File: config.mk
export PLATFORM = sky130hd
export DESIGN_NAME = vehicle_detect
export DESIGN_NICKNAME = d
export VERILOG_FILES = /design/src/rtl/traffic_pkg.sv /design/src/rtl/loop_debounce.sv /design/src/rtl/vehicle_detect.sv
export SDC_FILE = /design/constraint.sdc
export NUM_CORES = 1
export LEC_CHECK = 0
export CORE_MARGIN = 3
export CORE_UTILIZATION = 35
export DETAILED_ROUTE_END_ITERATION = 10
export HOLD_SLACK_MARGIN = 0.02
export PLACE_DENSITY_LB_ADDON = 0.25
export RECOVER_POWER = 25
export SYNTH_ARGS = -nofsm -noshare
export SYNTH_HDL_FRONTEND = slang
export SYNTH_SLANG_ARGS = --single-unit
File: constraint.sdc
create_clock -name clock -period 2 [get_ports clock]
set_input_delay 0.2 -clock clock [delete_from_list [all_inputs] [get_ports clock]]
set_output_delay 0.2 -clock clock [all_outputs]
set_load 0.01 [all_outputs]
File: src/rtl/traffic_pkg.sv
// Shared definitions for the junction traffic-signal design: light encoding
// and default timing for the loop-detector conditioning.
package traffic_pkg;

    typedef enum logic [1:0] {
        RED    = 2'd0,
        YELLOW = 2'd1,
        GREEN  = 2'd2
    } light_t;

    localparam int DEB_CYCLES_DEF   = 4;
    localparam int STUCK_CYCLES_DEF = 200;
    localparam int QMAX_DEF         = 15;

endpackage

File: src/rtl/loop_debounce.sv
// Two-flop synchroniser plus stability-count debouncer for one raw loop input.
// 'deb' is the level the debouncer holds after this edge, so 'rise' lines up with the flip.
module loop_debounce #(
    parameter int DEB_CYCLES = 4
) (
    input  logic clock,
    input  logic clear_n,
    input  logic raw,
    output logic deb,
    output logic rise
);

    localparam int CW = $clog2(DEB_CYCLES);

    logic          sync1_q;
    logic          sync2_q;
    logic          deb_q;
    logic          deb_d;
    logic [CW-1:0] cnt_q;
    logic [CW-1:0] cnt_d;

    // A mismatch seen for DEB_CYCLES consecutive samples flips the level.
    always_comb begin
        deb_d = deb_q;
        cnt_d = '0;
        if (sync2_q != deb_q) begin
            if (cnt_q == CW'(DEB_CYCLES - 1)) begin
                deb_d = sync2_q;
            end else begin
                cnt_d = cnt_q + 1'b1;
            end
        end
    end

    always_ff @(posedge clock or negedge clear_n) begin
        if (!clear_n) begin
            sync1_q <= 1'b0;
            sync2_q <= 1'b0;
            deb_q   <= 1'b0;
            cnt_q   <= '0;
        end else begin
            sync1_q <= raw;
            sync2_q <= sync1_q;
            deb_q   <= deb_d;
            cnt_q   <= cnt_d;
        end
    end

    assign deb  = deb_d;
    assign rise = deb_d & ~deb_q;

endmodule

File: src/rtl/vehicle_detect.sv
// Qualifies the arrival/exit loops into the controller's car_present input,
// keeping a saturating waiting-vehicle count and a stuck arrival-loop fault.
module vehicle_detect
    import traffic_pkg::*;
#(
    parameter int DEB_CYCLES   = DEB_CYCLES_DEF,
    parameter int STUCK_CYCLES = STUCK_CYCLES_DEF,
    parameter int QMAX         = QMAX_DEF,
    parameter int CNT_W        = $clog2(QMAX + 1)
) (
    input  logic             clock,
    input  logic             clear_n,
    input  logic             loop_arr_raw,
    input  logic             loop_exit_raw,
    output logic             car_present,
    output logic [CNT_W-1:0] queue_cnt,
    output logic             fault
);

    localparam int SW = $clog2(STUCK_CYCLES + 1);

    logic             arr_deb;
    logic             arr_rise;
    logic             unused_exit_deb;
    logic             exit_rise;
    logic [CNT_W-1:0] queue_q;
    logic [CNT_W-1:0] queue_d;
    logic [SW-1:0]    stuck_q;
    logic [SW-1:0]    stuck_d;
    logic             fault_q;
    logic             fault_d;
    logic             car_q;
    logic             car_d;

    loop_debounce #(.DEB_CYCLES(DEB_CYCLES)) u_arr (
        .clock   (clock),
        .clear_n (clear_n),
        .raw     (loop_arr_raw),
        .deb     (arr_deb),
        .rise    (arr_rise)
    );

    // Only the exit-loop rising edge matters; its level is not used.
    loop_debounce #(.DEB_CYCLES(DEB_CYCLES)) u_exit (
        .clock   (clock),
        .clear_n (clear_n),
        .raw     (loop_exit_raw),
        .deb     (unused_exit_deb),
        .rise    (exit_rise)
    );

    always_comb begin
        queue_d = queue_q;
        if (arr_rise && !exit_rise && queue_q != CNT_W'(QMAX)) begin
            queue_d = queue_q + 1'b1;
        end else if (exit_rise && !arr_rise && queue_q != '0) begin
            queue_d = queue_q - 1'b1;
        end

        // Stuck timer counts edges since the debounced rise and saturates at the threshold.
        stuck_d = '0;
        if (arr_deb && !arr_rise) begin
            stuck_d = (stuck_q == SW'(STUCK_CYCLES)) ? stuck_q : stuck_q + 1'b1;
        end

        fault_d = arr_deb && (fault_q || stuck_d == SW'(STUCK_CYCLES));
        car_d   = (queue_d != '0) || fault_d;
    end

    always_ff @(posedge clock or negedge clear_n) begin
        if (!clear_n) begin
            queue_q <= '0;
            stuck_q <= '0;
            fault_q <= 1'b0;
            car_q   <= 1'b0;
        end else begin
            queue_q <= queue_d;
            stuck_q <= stuck_d;
            fault_q <= fault_d;
            car_q   <= car_d;
        end
    end

    assign queue_cnt   = queue_q;
    assign fault       = fault_q;
    assign car_present = car_q;

endmodule

# Word level (Yosys, flattened, before mapping)
# Cells that the tools add are included.
# Widths: inputs -> output; s select.
# totals
input_bits	4
reg_bits	24
out_inout_bits	6
# classes
n_addsub	5
n_reduce_logical	12
n_eq_ne	7
bitwise_logic	4
mux	12
# ops
op	n
$eq 8x8->1 const B	2
$mux 8	2
$add 8x1->8 const B	1
$mux 2	4
$mux 4	2
$reduce_bool 4->1	2
$logic_and 1x1->1	6
$add 2x1->2 const B	2
$add 4x1->4 const B	1
$eq 2x2->1 const B	2
$mux 1	4
$ne 4x4->1 const B	1
$sub 4x1->4 const B	1
$and 1x1->1	2
$logic_not 1->1	2
$logic_or 1x1->1	2
$ne 1x1->1	2
$not 1->1	2

# Depth between registers and ports, before layout
# logic_depth
word_depth	11
ltp_mapped	8

# Modules after synthesis
# A second synthesis with hierarchy kept.
# hier_totals
cells_unflattened	131
hier_area_um2	1290.0
# modules_own_cells
module	cells_per_inst	area_each_um2	n_inst	seq_area_each_um2
vehicle_detect	105	932.1	1	350.3
loop_debounce	13	178.9	2	125.1

# Worst setup path before layout
# Ideal clock, no wire load.
# synth_path
path_kind	register to register
startpoint	register stuck_q[1]
endpoint	register car_q (netlist: car_present)
stages_incl_launch_ff	9
arrival_time_ns	1.652
required_ns	1.859
setup_ns	0.141
slack_ns	0.207
path_cell_list	dfrtp_1 > clkbuf_1 > inv_1 > ha_1 > nand4bb_4 > nor4b_4 > nor4_2 > o22ai_2 > o2111ai_2
# synth_via
elab_chain_len	7
elab_cells_between_ends	8
classes_between	add/sub (1); eq/ne (2); mux (2); reduce/logical (3)
# synth_lines
element	line	rtl
start: declaration	vehicle_detect.sv:28	logic [SW-1:0] stuck_q;
start signal: assignment	vehicle_detect.sv:78	stuck_q <= stuck_d;
$add 8x1->8 or $eq 8x8->1 (tied branches)	vehicle_detect.sv:63	stuck_d = (stuck_q == SW'(STUCK_CYCLES)) ? stuck_q : stuck_q + 1'b1;
$mux 8 *	vehicle_detect.sv:63	
$mux 8 *	vehicle_detect.sv:62	if (arr_deb && !arr_rise) begin
$eq 8x8->1 *	vehicle_detect.sv:66	fault_d = arr_deb && (fault_q || stuck_d == SW'(STUCK_CYCLES));
$logic_or 1x1->1 *	vehicle_detect.sv:66	
$logic_and 1x1->1 *	vehicle_detect.sv:66	
$logic_or 1x1->1 *	vehicle_detect.sv:67	car_d = (queue_d != '0) || fault_d;
via car_d	vehicle_detect.sv:33	logic car_d;
end signal: assignment	vehicle_detect.sv:80	car_q <= car_d;
end: declaration	vehicle_detect.sv:32	logic car_q;
# The timed path passes the listed nets; every way through them passes the cells marked *.

# Worst setup path after layout
# layout_path
startpoint	register stuck_q[0]
endpoint	register car_q (netlist: car_present)
# Same word-level chain as after synthesis.

==> summary.txt <==
Critical path
  • Crit Path Class: flip-flop to flip-flop
  • R2R Path End: car_present
  • CP Capture Type: flip-flop
  • Arrival time worst endpoint: 2050 ps
  • RR Startpoint: stuck_q[0]
  • Crit Path Max Fanout: 7
  • FF-to-FF setup slack: 140 ps
  • Cells on worst reg2reg path: 6
  • Critical Path Source Type: flip-flop
  • Critical Path RT: 2190 ps

Synth
  • Post-Synthesis Cells: 127
  • Sequential share of the synthesized area: 44.65%
  • YS warnings: 0
  • Synth Net Count: 137
  • Number of synthesized flops with an enable pin: 0
  • FF+latch count, synth: 24
  • Syn Std Cell Area: 1345 µm²
  • Post-synth top area cell: dfrtp_1
  • Synth top area cells: dfrtp_1 (45%), ha_1 (5.6%), xnor2_1 (4.6%)
  • Synth unique cells: 46
  • Dominant synthesized flop cell: dfrtp_1
  • Top cell type's share of synthesized area: 44.65%
  • Fraction of registers with async set or reset after synthesis: 100.0%
  • Avg Cell Area, Syn: 10.59 µm²

Drt
  • Via count: 956
  • Initial DRC count: 74
  • Post-route DRC: 0
  • Remaining antenna violation count: 0
  • Via density: 5.085
  • DR WL/cell: 13.31 µm
  • Detailed Route WL: 2.503 mm
  • DRT Pass-1 Iters: 4

Finish
  • Final Util: 44.67%
  • Area grow syn2layout: 16.93%
  • Finished Cell Area: 1573 µm²
  • Most frequent cells in the layout: dfrtp_1 (24), nor2_1 (12), inv_1 (8)
  • Nets@finish: 153
  • Final Non-Filler Cells: 188
  • Ant diodes: 0
  • Most common cell after layout, fill and taps aside: dfrtp_1
  • Layout cells sized above 1: 14.08%
  • FILL cells: 338

Power
  • Max rail drop VDD: 502.3 µV
  • PwrDens: 1125 nW/µm²
  • Power, Total: 1.770 mW
  • Leakage Power: 0.6866 nW

Global routing
  • Total track usage: 13.15%
  • GR Layer Usage met2: 23.23%
  • Met3 global-route usage: 2.956%
  • GR peak layer: met2
  • GRT Residual Overflow: 0
  • Vias in the first global route: 1017
  • First-pass GRT wire length: 4.540 mm
  • Largest net degree at the start of global routing: 25
  • Met1 usage: 15.19%
  • Initial antenna violation count: 0

Worst hold path
  • Hold Path Cell Cnt: 0
  • Hold wc startpoint: u_exit.sync1_q
  • Hold worst-path end: u_exit.sync2_q
  • Hold WC Path Type: flip-flop to flip-flop

Die
  • Die H: 67.99 µm
  • Die Area: 4623 µm²
  • I/O pin count: 10
  • Row cnt: 21
  • Initial cell density of the core: 38.20%
  • Die W: 67.99 µm
  • Core box area: 3521 µm²

STA
  • Slew @ Worst Pin: 1298 ps
  • Setup TNS: 0 ps
  • Max transition margin: 13.45%
  • Fmax: 537.3 MHz
  • Hold slack: 356.0 ps
  • Clk_skew: 2.221 ps
  • Period utilisation layout: 93.06%
  • Unrepaired setup endpoints after global routing: no
  • Final setup viols: 0
  • Max-slew violation count: 0
  • Hold Vio Cnt, Final: 0
  • Final WS setup: 138.8 ps
  • Final critical-path required period: 1861 ps

Place
  • Post-placement cell area: 1506 µm²
  • Setup WS pre-CTS: 50.63 ps
  • RePlAce Congestion: 0.8416
  • Dpl cells: 182
  • I/O Buffers: 9
  • Final HPWL DP: 1.870 mm

Clock network
  • CTS max path bufs: 2
  • Worst-skew pair later-pin latency: 270 ps
  • Post-CTS Hold Fix Bufs: 0
  • CTS tree: built
  • Htree depth: 1
  • Root Driver: clkbuf_8
  • CTS Buf Count: 3
  • Clk pin slew, worst setup/hold paths: 80 ps
  • Clock Sinks: 24

Flow run
  • Max Cap Viol: 0

Status
  • Status: finished clean
## flip-flops by register name, indices dropped and copies added (netlist names), 2 cells and up
name	count
u_exit.cnt_q	2
stuck_q	8
u_arr.cnt_q	2
queue_cnt	4
## synthesized netlist by cell type, types with 3 or more instances
library cell	number
xor2_1	6
nand4_1	3
xnor2_1	7
ha_1	6
dfrtp_1	24
nand3_1	7
inv_1	8
nand2_1	5
clkbuf_1	3
nor2_1	12
## critical path, cell delays in order (launching register included)
cell and delay, ps:
dfrtp_1 450, inv_1 130, ha_1 320, or3_1 340, nor4_2 290, o22ai_2 150
o2111ai_2 100
## routing by layer
metal,share of wire (%),routed length (µm)
met2,51,1267
met1,45,1132
met5,0,0
met4,1.6,41
met3,2.5,62
## how the worst max path moves through the flow
stage	from	to	slack, ps
global route	stuck_q[0]	car_present	20
finish	stuck_q[0]	car_present	140
global placement	stuck_q[0]	car_present	190
floorplan	stuck_q[1]	car_present	210
CTS	stuck_q[0]	car_present	30
detailed placement	stuck_q[0]	car_present	50
## repair_timing
action	4_1_cts	5_1_grt
endpoints found under the setup margin	0	1
buffers inserted	0	2
resized for setup	0	0
## report_power, final
part	internal (mW)	total (mW)	leakage [nW]	switching (mW)
registers	0.606	0.728	0.307	0.122
clock network	0.176	0.330	0.0288	0.154
logic	0.360	0.712	0.351	0.352
## logic make-up after synthesis
| group | Yosys count | share of synthesized area (%) |
|---|---|---|
| fa+ha+maj | 6 | 5.581 |
| simple gates | 49 | 23.91 |
| compound gates | 16 | 9.674 |
| flops | 24 | 44.65 |
| xor+xnor | 13 | 8.465 |
| mux | 4 | 3.163 |
| buf+inv | 15 | 4.558 |
## layout make-up
| type | instances | area, µm² | area share (%) |
|---|---|---|---|
| Inverter | 10 | 37.54 | 2.387 |
| Tap cell | 46 | 57.56 | 3.660 |
| Clock buffer | 4 | 55.05 | 3.500 |
| Sequential cell | 24 | 600.6 | 38.19 |
| Multi-Input combinational cell | 88 | 683.2 | 43.44 |
| Timing Repair Buffer | 16 | 138.9 | 8.831 |
Power figures use the tool's default switching activity.
